<file path="src/rtl/seq_bit_serializer_if.sv">
`default_nettype none
// ============================================================================
// Module   : seq_bit_serializer_if
// Purpose  : Word handshake and serial-stream bundle for seq_bit_serializer.
// Revision : 1.0  initial release
// ============================================================================
interface seq_bit_serializer_if #(
   parameter int WIDTH = 12
) ();

   logic [WIDTH-1:0] in_data;
   logic             in_valid;
   logic             in_ready;
   logic             ser_en;
   logic             ser_out;
   logic             ser_valid;
   logic             frame_start;
   logic             frame_end;
   logic             busy;

   // Upstream word source plus downstream bit consumer
   modport master (
      output in_data,
      output in_valid,
      output ser_en,
      input  in_ready,
      input  ser_out,
      input  ser_valid,
      input  frame_start,
      input  frame_end,
      input  busy
   );

   // The serializer itself
   modport slave (
      input  in_data,
      input  in_valid,
      input  ser_en,
      output in_ready,
      output ser_out,
      output ser_valid,
      output frame_start,
      output frame_end,
      output busy
   );

endinterface
`default_nettype wire

</file>
<file path="src/rtl/seq_bit_serializer.sv">
`default_nettype none
// ============================================================================
// Module   : seq_bit_serializer
// Purpose  : Parallel-to-serial feeder with a one-word holding buffer and
//            frame markers; optional even-parity bit under SER_PARITY_EN.
// Revision : 1.0  initial release
// ============================================================================
module seq_bit_serializer #(
   parameter int   WIDTH      = 12,
   parameter bit   LSB_FIRST  = 1'b1,
   parameter logic IDLE_LEVEL = 1'b0
) (
   input  wire logic            clk,
   input  wire logic            rst,
   seq_bit_serializer_if.slave  sif
);

`ifdef SER_PARITY_EN
   localparam int c_frame_len = WIDTH + 1;
`else
   localparam int c_frame_len = WIDTH;
`endif
   localparam int                c_cnt_w    = $clog2(WIDTH + 2);
   localparam logic [c_cnt_w-1:0] c_last_idx = c_cnt_w'(c_frame_len - 1);
   localparam logic [c_cnt_w-1:0] c_cnt_one  = c_cnt_w'(1);

   typedef enum logic [0:0] {
      S_IDLE  = 1'b0,
      S_SHIFT = 1'b1
   } state_t;

   state_t                  r_state;
   logic                    r_hold_full;
   logic [WIDTH-1:0]        r_hold_data;
   logic [c_frame_len-1:0]  r_shift;
   logic [c_cnt_w-1:0]      r_count;
   logic                    r_ser_out;
   logic                    r_ser_valid;
   logic                    r_frame_start;
   logic                    r_frame_end;
   logic                    r_busy;

   logic [c_frame_len-1:0]  w_frame_word;
   logic                    w_accept;
   logic                    w_advance;
   logic                    w_last;
   logic                    w_load;
   state_t                  w_state_nxt;
   logic [c_frame_len-1:0]  w_shift_nxt;
   logic [c_cnt_w-1:0]      w_count_nxt;
   logic                    w_hold_full_nxt;
   logic                    w_shifting_nxt;

   // Frame is pre-ordered so the next bit to send always sits at bit 0
   always_comb begin
      w_frame_word = '0;
      for (int i = 0; i < WIDTH; i++) begin
         w_frame_word[i] = LSB_FIRST ? r_hold_data[i] : r_hold_data[WIDTH-1-i];
      end
`ifdef SER_PARITY_EN
      w_frame_word[WIDTH] = ^r_hold_data;
`endif
   end

   assign w_accept  = sif.in_valid & ~r_hold_full;
   assign w_advance = (r_state == S_SHIFT) & sif.ser_en;
   assign w_last    = (r_count == c_last_idx);
   // Reload on the last advance keeps back-to-back frames gapless
   assign w_load    = r_hold_full & ((r_state == S_IDLE) | (w_advance & w_last));

   always_comb begin
      w_state_nxt = r_state;
      w_shift_nxt = r_shift;
      w_count_nxt = r_count;
      if (w_load) begin
         w_state_nxt = S_SHIFT;
         w_shift_nxt = w_frame_word;
         w_count_nxt = '0;
      end else if (w_advance) begin
         if (w_last) begin
            w_state_nxt = S_IDLE;
            w_count_nxt = '0;
         end else begin
            w_shift_nxt = r_shift >> 1;
            w_count_nxt = r_count + c_cnt_one;
         end
      end
      w_hold_full_nxt = w_load ? 1'b0 : (w_accept ? 1'b1 : r_hold_full);
      w_shifting_nxt  = (w_state_nxt == S_SHIFT);
   end

   always_ff @(posedge clk) begin
      if (rst) begin
         r_state       <= S_IDLE;
         r_hold_full   <= 1'b0;
         r_hold_data   <= '0;
         r_shift       <= '0;
         r_count       <= '0;
         r_ser_out     <= IDLE_LEVEL;
         r_ser_valid   <= 1'b0;
         r_frame_start <= 1'b0;
         r_frame_end   <= 1'b0;
         r_busy        <= 1'b0;
      end else begin
         r_state     <= w_state_nxt;
         r_hold_full <= w_hold_full_nxt;
         r_shift     <= w_shift_nxt;
         r_count     <= w_count_nxt;
         if (w_accept) begin
            r_hold_data <= sif.in_data;
         end
         r_ser_valid   <= w_shifting_nxt;
         r_ser_out     <= w_shifting_nxt ? w_shift_nxt[0] : IDLE_LEVEL;
         r_frame_start <= w_shifting_nxt & (w_count_nxt == '0);
         r_frame_end   <= w_shifting_nxt & (w_count_nxt == c_last_idx);
         r_busy        <= w_shifting_nxt | w_hold_full_nxt;
      end
   end

   assign sif.in_ready    = ~r_hold_full;
   assign sif.ser_out     = r_ser_out;
   assign sif.ser_valid   = r_ser_valid;
   assign sif.frame_start = r_frame_start;
   assign sif.frame_end   = r_frame_end;
   assign sif.busy        = r_busy;

endmodule
`default_nettype wire

</file>
<file path="src/flat_wrapper.sv">
// flat-port wrapper written by rule: the top's interface ports become plain ports
module seq_bit_serializer_flat 
#(
   parameter int   WIDTH      = 12,
   parameter bit   LSB_FIRST  = 1'b1,
   parameter logic IDLE_LEVEL = 1'b0
)
  (clk, rst, sif_in_data, sif_in_valid, sif_ser_en, sif_in_ready, sif_ser_out, sif_ser_valid, sif_frame_start, sif_frame_end, sif_busy);
  seq_bit_serializer_if #(.WIDTH(WIDTH)) sif_i ();
  input  wire logic clk;
  input  wire logic rst;
  input wire logic [$bits(sif_i.in_data)-1:0] sif_in_data;
  input wire logic [$bits(sif_i.in_valid)-1:0] sif_in_valid;
  input wire logic [$bits(sif_i.ser_en)-1:0] sif_ser_en;
  output wire logic [$bits(sif_i.in_ready)-1:0] sif_in_ready;
  output wire logic [$bits(sif_i.ser_out)-1:0] sif_ser_out;
  output wire logic [$bits(sif_i.ser_valid)-1:0] sif_ser_valid;
  output wire logic [$bits(sif_i.frame_start)-1:0] sif_frame_start;
  output wire logic [$bits(sif_i.frame_end)-1:0] sif_frame_end;
  output wire logic [$bits(sif_i.busy)-1:0] sif_busy;
  assign sif_i.in_data = sif_in_data;
  assign sif_i.in_valid = sif_in_valid;
  assign sif_i.ser_en = sif_ser_en;
  assign sif_in_ready = sif_i.in_ready;
  assign sif_ser_out = sif_i.ser_out;
  assign sif_ser_valid = sif_i.ser_valid;
  assign sif_frame_start = sif_i.frame_start;
  assign sif_frame_end = sif_i.frame_end;
  assign sif_busy = sif_i.busy;
  seq_bit_serializer #(.WIDTH(WIDTH), .LSB_FIRST(LSB_FIRST), .IDLE_LEVEL(IDLE_LEVEL)) u_core (.clk(clk), .rst(rst), .sif(sif_i));
endmodule
</file>
<file path="config.mk">
export PLATFORM = sky130hd
export DESIGN_NAME = seq_bit_serializer_flat
export DESIGN_NICKNAME = d
export VERILOG_FILES = /design/src/rtl/seq_bit_serializer_if.sv /design/src/rtl/seq_bit_serializer.sv /design/src/flat_wrapper.sv
export SDC_FILE = /design/constraint.sdc
export NUM_CORES = 1
export LEC_CHECK = 0
export ABC_CLOCK_PERIOD_IN_PS = 2500
export CAP_MARGIN = 10
export CORE_AREA = 4 4 56 58
export DETAILED_ROUTE_END_ITERATION = 10
export DIE_AREA = 0 0 60 62
export GPL_TIMING_DRIVEN = 0
export HOLD_SLACK_MARGIN = 0.12
export PLACE_DENSITY = 0.87
export SETUP_SLACK_MARGIN = 0.4
export SLEW_MARGIN = 0
export SYNTH_ARGS = -nofsm -noshare
export SYNTH_HDL_FRONTEND = slang
export SYNTH_SLANG_ARGS = --single-unit
</file>
<file path="constraint.sdc">
create_clock -name clk -period 2.5 [get_ports clk]
set_input_delay 0.75 -clock clk [delete_from_list [all_inputs] [get_ports clk]]
set_output_delay 0.75 -clock clk [all_outputs]
set_load 0.05 [all_outputs]
</file>
# --- After elaboration in Yosys (flattened, before gate mapping) ---
# Cells that the tools add are included.
totals:
  output_inout_bits: 6
  elab_cells: 40
  reg_bits: 34
classes:
  eq_ne: 3
  bitwise_logic: 11
  mux: 11
  addsub: 1
  n_reduce_logical: 4
ops:
  columns: ["op", "count"]
  rows:
  - ["$mux 12", 3]
  - ["$mux 4", 3]
  - ["$eq 4x4->1 const B", 2]
  - ["$and 1x1->1", 6]
  - ["$mux 1", 5]
  - ["$add 4x1->4 const B", 1]
  - ["$logic_not 4->1", 1]
  - ["$not 1->1", 3]
  - ["$ne 2x2->1 const B", 1]
  - ["$or 1x1->1", 2]
  - ["$reduce_and 2->1", 1]
  - ["$reduce_bool 2->1", 1]
  - ["$reduce_or 2->1", 1]

# --- Logic depth before layout (Yosys ltp) ---
# Gate-level depths: netlist (run 1).
depth:
  ltp_word: 7
  depth_mapped: 6
  ltp_nobuf: 5

# --- Worst setup path after synthesis (run 1) ---
# OpenSTA, ideal clock, no wires.
synth_timing:
  kind: "input port to flip-flop"
  from: "in rst"
  to: "reg u_core.r_shift[1]"
  cell_stages: 4
  path_slack_ns: 0.750
  setup_time_ns: 0.122
  t_arrival_ns: 1.628
  cell_sequence: "clkbuf_1 nor3_1 and2_1 a221o_1"
synth_rtl:
  columns: ["item", "line_no", "text"]
  rows:
  - ["from (decl)", "flat_wrapper.sv:11", "input wire logic rst;"]
  - ["to (signal assigned)", "seq_bit_serializer.sv:107", "r_shift <= w_shift_nxt;"]
  - ["to (decl)", "seq_bit_serializer.sv:35", "logic [c_frame_len-1:0] r_shift;"]

# --- Final worst setup path (run 1) ---
layout_timing:
  from: "in sif_ser_en"
  to: "reg u_core.r_ser_out (netlist: u_core.sif.ser_out)"
layout_via:
  elab_chain_len: 7
layout_lines:
  columns: ["item", "line_no", "text"]
  rows:
  - ["from (decl)", "flat_wrapper.sv:14", "input wire logic [$bits(sif_i.ser_en)-1:0] sif_ser_en;"]
  - ["$and 1x1->1 (*)", "seq_bit_serializer.sv:66", "assign w_advance = (r_state == S_SHIFT) & sif.ser_en;"]
  - ["$and 1x1->1", "seq_bit_serializer.sv:69", "assign w_load = r_hold_full & ((r_state == S_IDLE) | (w_advance & w_last));"]
  - ["$or 1x1->1", "seq_bit_serializer.sv:69", null]
  - ["$and 1x1->1", "seq_bit_serializer.sv:69", null]
  - ["$mux 1", "seq_bit_serializer.sv:75", "if (w_load) begin"]
  - ["$not 1->1 (no source line)", null, null]
  - ["$reduce_or 2->1 (no source line)", null, null]
  - ["to (signal assigned)", "seq_bit_serializer.sv:113", "r_ser_out <= w_shifting_nxt ? w_shift_nxt[0] : IDLE_LEVEL;"]
  - ["to (decl)", "seq_bit_serializer.sv:37", "logic r_ser_out;"]
# Every way passes the cells marked *; elsewhere a longest branch is shown, timed or not. The select of a mux whose other input is x is not followed.
# A chain may end at the register's enable or synchronous reset.

==> results.rst, run 1 <==
.. list-table::
   :header-rows: 1

   * - Metric
     - Value
   * - Result of the run
     - complete, no violations
   * - Global-route wire length before repair
     - 5.264 mm
   * - Cell count after synthesis
     - 159
   * - Cell count after placement
     - 211
   * - Clock latency reported for the late side of the worst-skew pair
     - 0.34 ns
   * - Pwr Total
     - 1.145 mW
   * - Number of global-route vias before repair
     - 1269
   * - Area contributors post-synth
     - dfxtp_1 47%, a21oi_1 8.3%, nand2_1 7.6%, a221o_1 4.2%, a211oi_2 3.5%
   * - Worst voltage drop across the vdd grid
     - 0.0005383 V
   * - Initial antenna violation count
     - 0
   * - Highest fanout seen on the critical path
     - 7
   * - First-pass detailed-route iteration total
     - 4
   * - Distinct cell type count of the synthesized netlist
     - 32
   * - Fin nets
     - 206
   * - CTS sink count
     - 34
   * - Fraction of layout cells with a size suffix above 1
     - 13.16%
   * - Count of unresolved DRC violations after routing
     - 0
   * - Area after DPL
     - 0.001688 mm²
   * - Worst Max-Slew Pin Slew
     - 0.5155 ns
   * - Remaining antenna violation count
     - 0
   * - Die Span Y
     - 62 µm
   * - Die X
     - 60 µm
   * - Diodes inserted
     - 0
   * - Sequential Power Share
     - 51.9%
   * - # rows
     - 19
   * - Final period util
     - 85.09%
   * - CTS H-tree depth
     - 2
   * - Worst-case setup margin in the final layout
     - 0.3728 ns
   * - Library cell with the largest summed area after synthesis
     - dfxtp_1
   * - Effective utilization at floorplan
     - 54.04%
   * - Grt ovf
     - 0
   * - Overall die area
     - 0.003720 mm²
   * - CTS tree
     - yes
   * - Area of the core
     - 0.002663 mm²
   * - Summed negative setup slack over all endpoints
     - 0 ns
   * - Most common library cells after synthesis
     - 34 x dfxtp_1, 29 x nand2_1, 24 x a21oi_1
   * - Power share of the clock group
     - 32.4%
   * - Share of the yosys chip area belonging to registers
     - 47.30%
   * - Main flop type after synthesis
     - dfxtp_1
   * - Combined global-route utilization of all metal layers
     - 19.23%
   * - Synth Net Count
     - 176
   * - Clock Skews
     - 0.01250 ns
   * - Hold Fails Final Rpt
     - 0
   * - Hpwl dp
     - 2.363 mm
   * - Cts bufs inserted
     - 5
   * - Unrepaired setup endpoints after global routing
     - yes
   * - Timing-limited maximum frequency
     - 470.1 MHz
   * - Clock Path Buffers
     - 2
   * - I/O pin count
     - 22
   * - Static leakage
     - 0.6995 nW
   * - Setup crit end kind
     - flip-flop
   * - Worst relative slew slack
     - 65.63%
   * - Switching share of total power
     - 26.89%
   * - Start-to-end type of the worst setup path
     - primary input to flip-flop
   * - Combined area of all synthesized cells
     - 0.001439 mm²
   * - Iteration-0 DRC Markers
     - 65
   * - CTS Root Cell
     - clkbuf_4
   * - Cell with the most instances after synthesis
     - dfxtp_1
   * - Worst Hold Slack
     - 0.4639 ns
   * - Required @ worst endpoint
     - 2.74 ns
   * - Final setup violating endpoints
     - 0
   * - Arrival time at the worst endpoint
     - 2.37 ns
   * - Number of buffers added on ports
     - 21
   * - Synth top area share
     - 47.30%
   * - Routability cong.
     - 0.9017
   * - Worst hold-check path type
     - flip-flop to flip-flop
   * - Via/cell ratio
     - 5.792
   * - Synth warn
     - 0
   * - Post-Place Worst Slack
     - 0.04357 ns
   * - Final-report max-slew violation count
     - 0
   * - Max-cap violation count
     - 0
   * - Fin util
     - 66.78%
   * - Wire length after detailed routing
     - 3.279 mm
   * - Pin count of the biggest net entering global routing
     - 11
   * - Routed len/inst
     - 14.84 µm
   * - Flip-flop and latch count after synthesis
     - 34
   * - Average instance area after synthesis
     - 9.050 µm²
   * - DR vias
     - 1280
   * - Critical path startpoint category
     - primary input
   * - Non-filler cells, final
     - 221
   * - Total power density per cell area
     - 643.9 mW/mm²
   * - Internal power summed over all cells
     - 837.0 µW
   * - Share of flip-flops with an asynchronous set or reset after synthesis
     - 0%
   * - Clock Pin Slew Worst Setup and Hold Paths
     - 0.10 ns
   * - Reported net switching power
     - 307.9 µW
   * - Post-layout instance area
     - 0.001778 mm²
   * - Synthesis-to-layout area growth
     - 23.57%
   * - Clock period minus worst slack
     - 2.127 ns
   * - Fraction of power consumed by combinational cells
     - 15.7%
   * - EDFF count, synth
     - 0
## placed cells by master, fill, tap and decap left out, drive strengths merged
master         instances
clkdlybuf4s50         15
dlygate4sd2            5
nand3                  2
dfxtp                 34
a211oi                 7
a21bo                  1
nor2b                  2
and2                   8
nand3b                 1
a221o                  6
nand2                 29
a22oi                  4
nand4b                 1
a21o                   1
and3b                  1
a21oi                 24
o21ai                  2
a2111oi                1
o32a                   1
mux2i                  3
nor2                   6
nand2b                 4
buf                    4
inv                    3
o211a                  1
nor3                   6
o2111a                 1
and4bb                 1
ha                     1
clkbuf                15
## layer usage
metal / vias to the layer above / GRT usage (%) / share of wire [%]
met1: 586 / 18.71 / 40
met4: 0 / 8.861 / 2.3
li1: 630 / - / -
met3: 11 / 6.405 / 7.1
met5: - / 0 / 0
met2: 53 / 36.57 / 50
## state kept, by name, summed over array words and instances, names as in the netlist
name,flops
u_core.r_hold_full,1
u_core.sif.frame_end,1
u_core.r_count,4
u_core.r_hold_data,12
u_core.r_shift,12
u_core.sif.frame_start,1
u_core.sif.busy,1
u_core.sif.ser_out,1
u_core.r_state,1
## layout make-up
| cell class | instances | area [µm²] |
|---|---|---|
| Fill cell | 232 | 884.6 |
| Tap cell | 31 | 38.79 |
| Buffer | 8 | 37.54 |
| Timing Repair Buffer | 23 | 214.0 |
| Sequential cell | 34 | 680.7 |
| Inverter | 3 | 11.26 |
| Clock buffer | 8 | 78.83 |
| Multi-Input combinational cell | 114 | 716.9 |
## power by group through the flow
stage	Combinational [mW]	Sequential, mW	Clock (mW)
2_1_floorplan	0.104	0.618	0
3_3_place_gp	0.177	0.604	0
3_5_place_dp	0.183	0.606	0
4_1_cts	0.180	0.593	0.378
5_1_grt	0.196	0.598	0.400
6_report	0.180	0.594	0.371
## path summary, 6_finish.rpt
path                                            start               endpoint  slack (ns)  depth (start not counted)
worst min register to register  u_core.r_hold_data[2]  u_core.r_hold_data[2]        0.46                          2
worst max register to register      u_core.r_count[0]      u_core.r_shift[4]        0.62                          5
worst max-delay path                       sif_ser_en     u_core.sif.ser_out        0.37                          5
worst min-delay path            u_core.r_hold_data[2]  u_core.r_hold_data[2]        0.46                          2
## what timing repair did
item / CTS / global route
buffers inserted: 0 / 2
pin swaps: 0 / 1
endpoints found under the setup margin: 9 / 15
hold buffers: 0 / 0
resized for setup: 8 / 3
## worst max-delay path: stages
cell and delay (ns):
clkdlybuf4s50_1 0.60, nand2_1 0.25, nor2_4 0.24, mux2i_1 0.15, a2111oi_2 0.39
## cell families (layout without fill, tap and decap cells)
kind of cell	Yosys count	after routing	synth area share, %
DFF	34	34	47.30
adders and majority gates	1	1	0.8694
buffers and inverters	11	42	3.217
and+or+nand+nor	61	61	21.74
muxes	3	3	2.087
AOI/OAI and AO/OA	49	49	24.78
Power figures use the tool's default switching activity.
==> run 2, diff against run 1 <==
- CAP_MARGIN: 10 -> not set
==> results of run 2 <==
Same layout as run 1: the final DEF is identical, and so are final timing and power.
==> run 3, diff against run 2 <==
- SLEW_MARGIN: 0 -> 5
==> results of run 3 <==
Same layout as run 1: the final DEF is identical, and so are final timing and power.
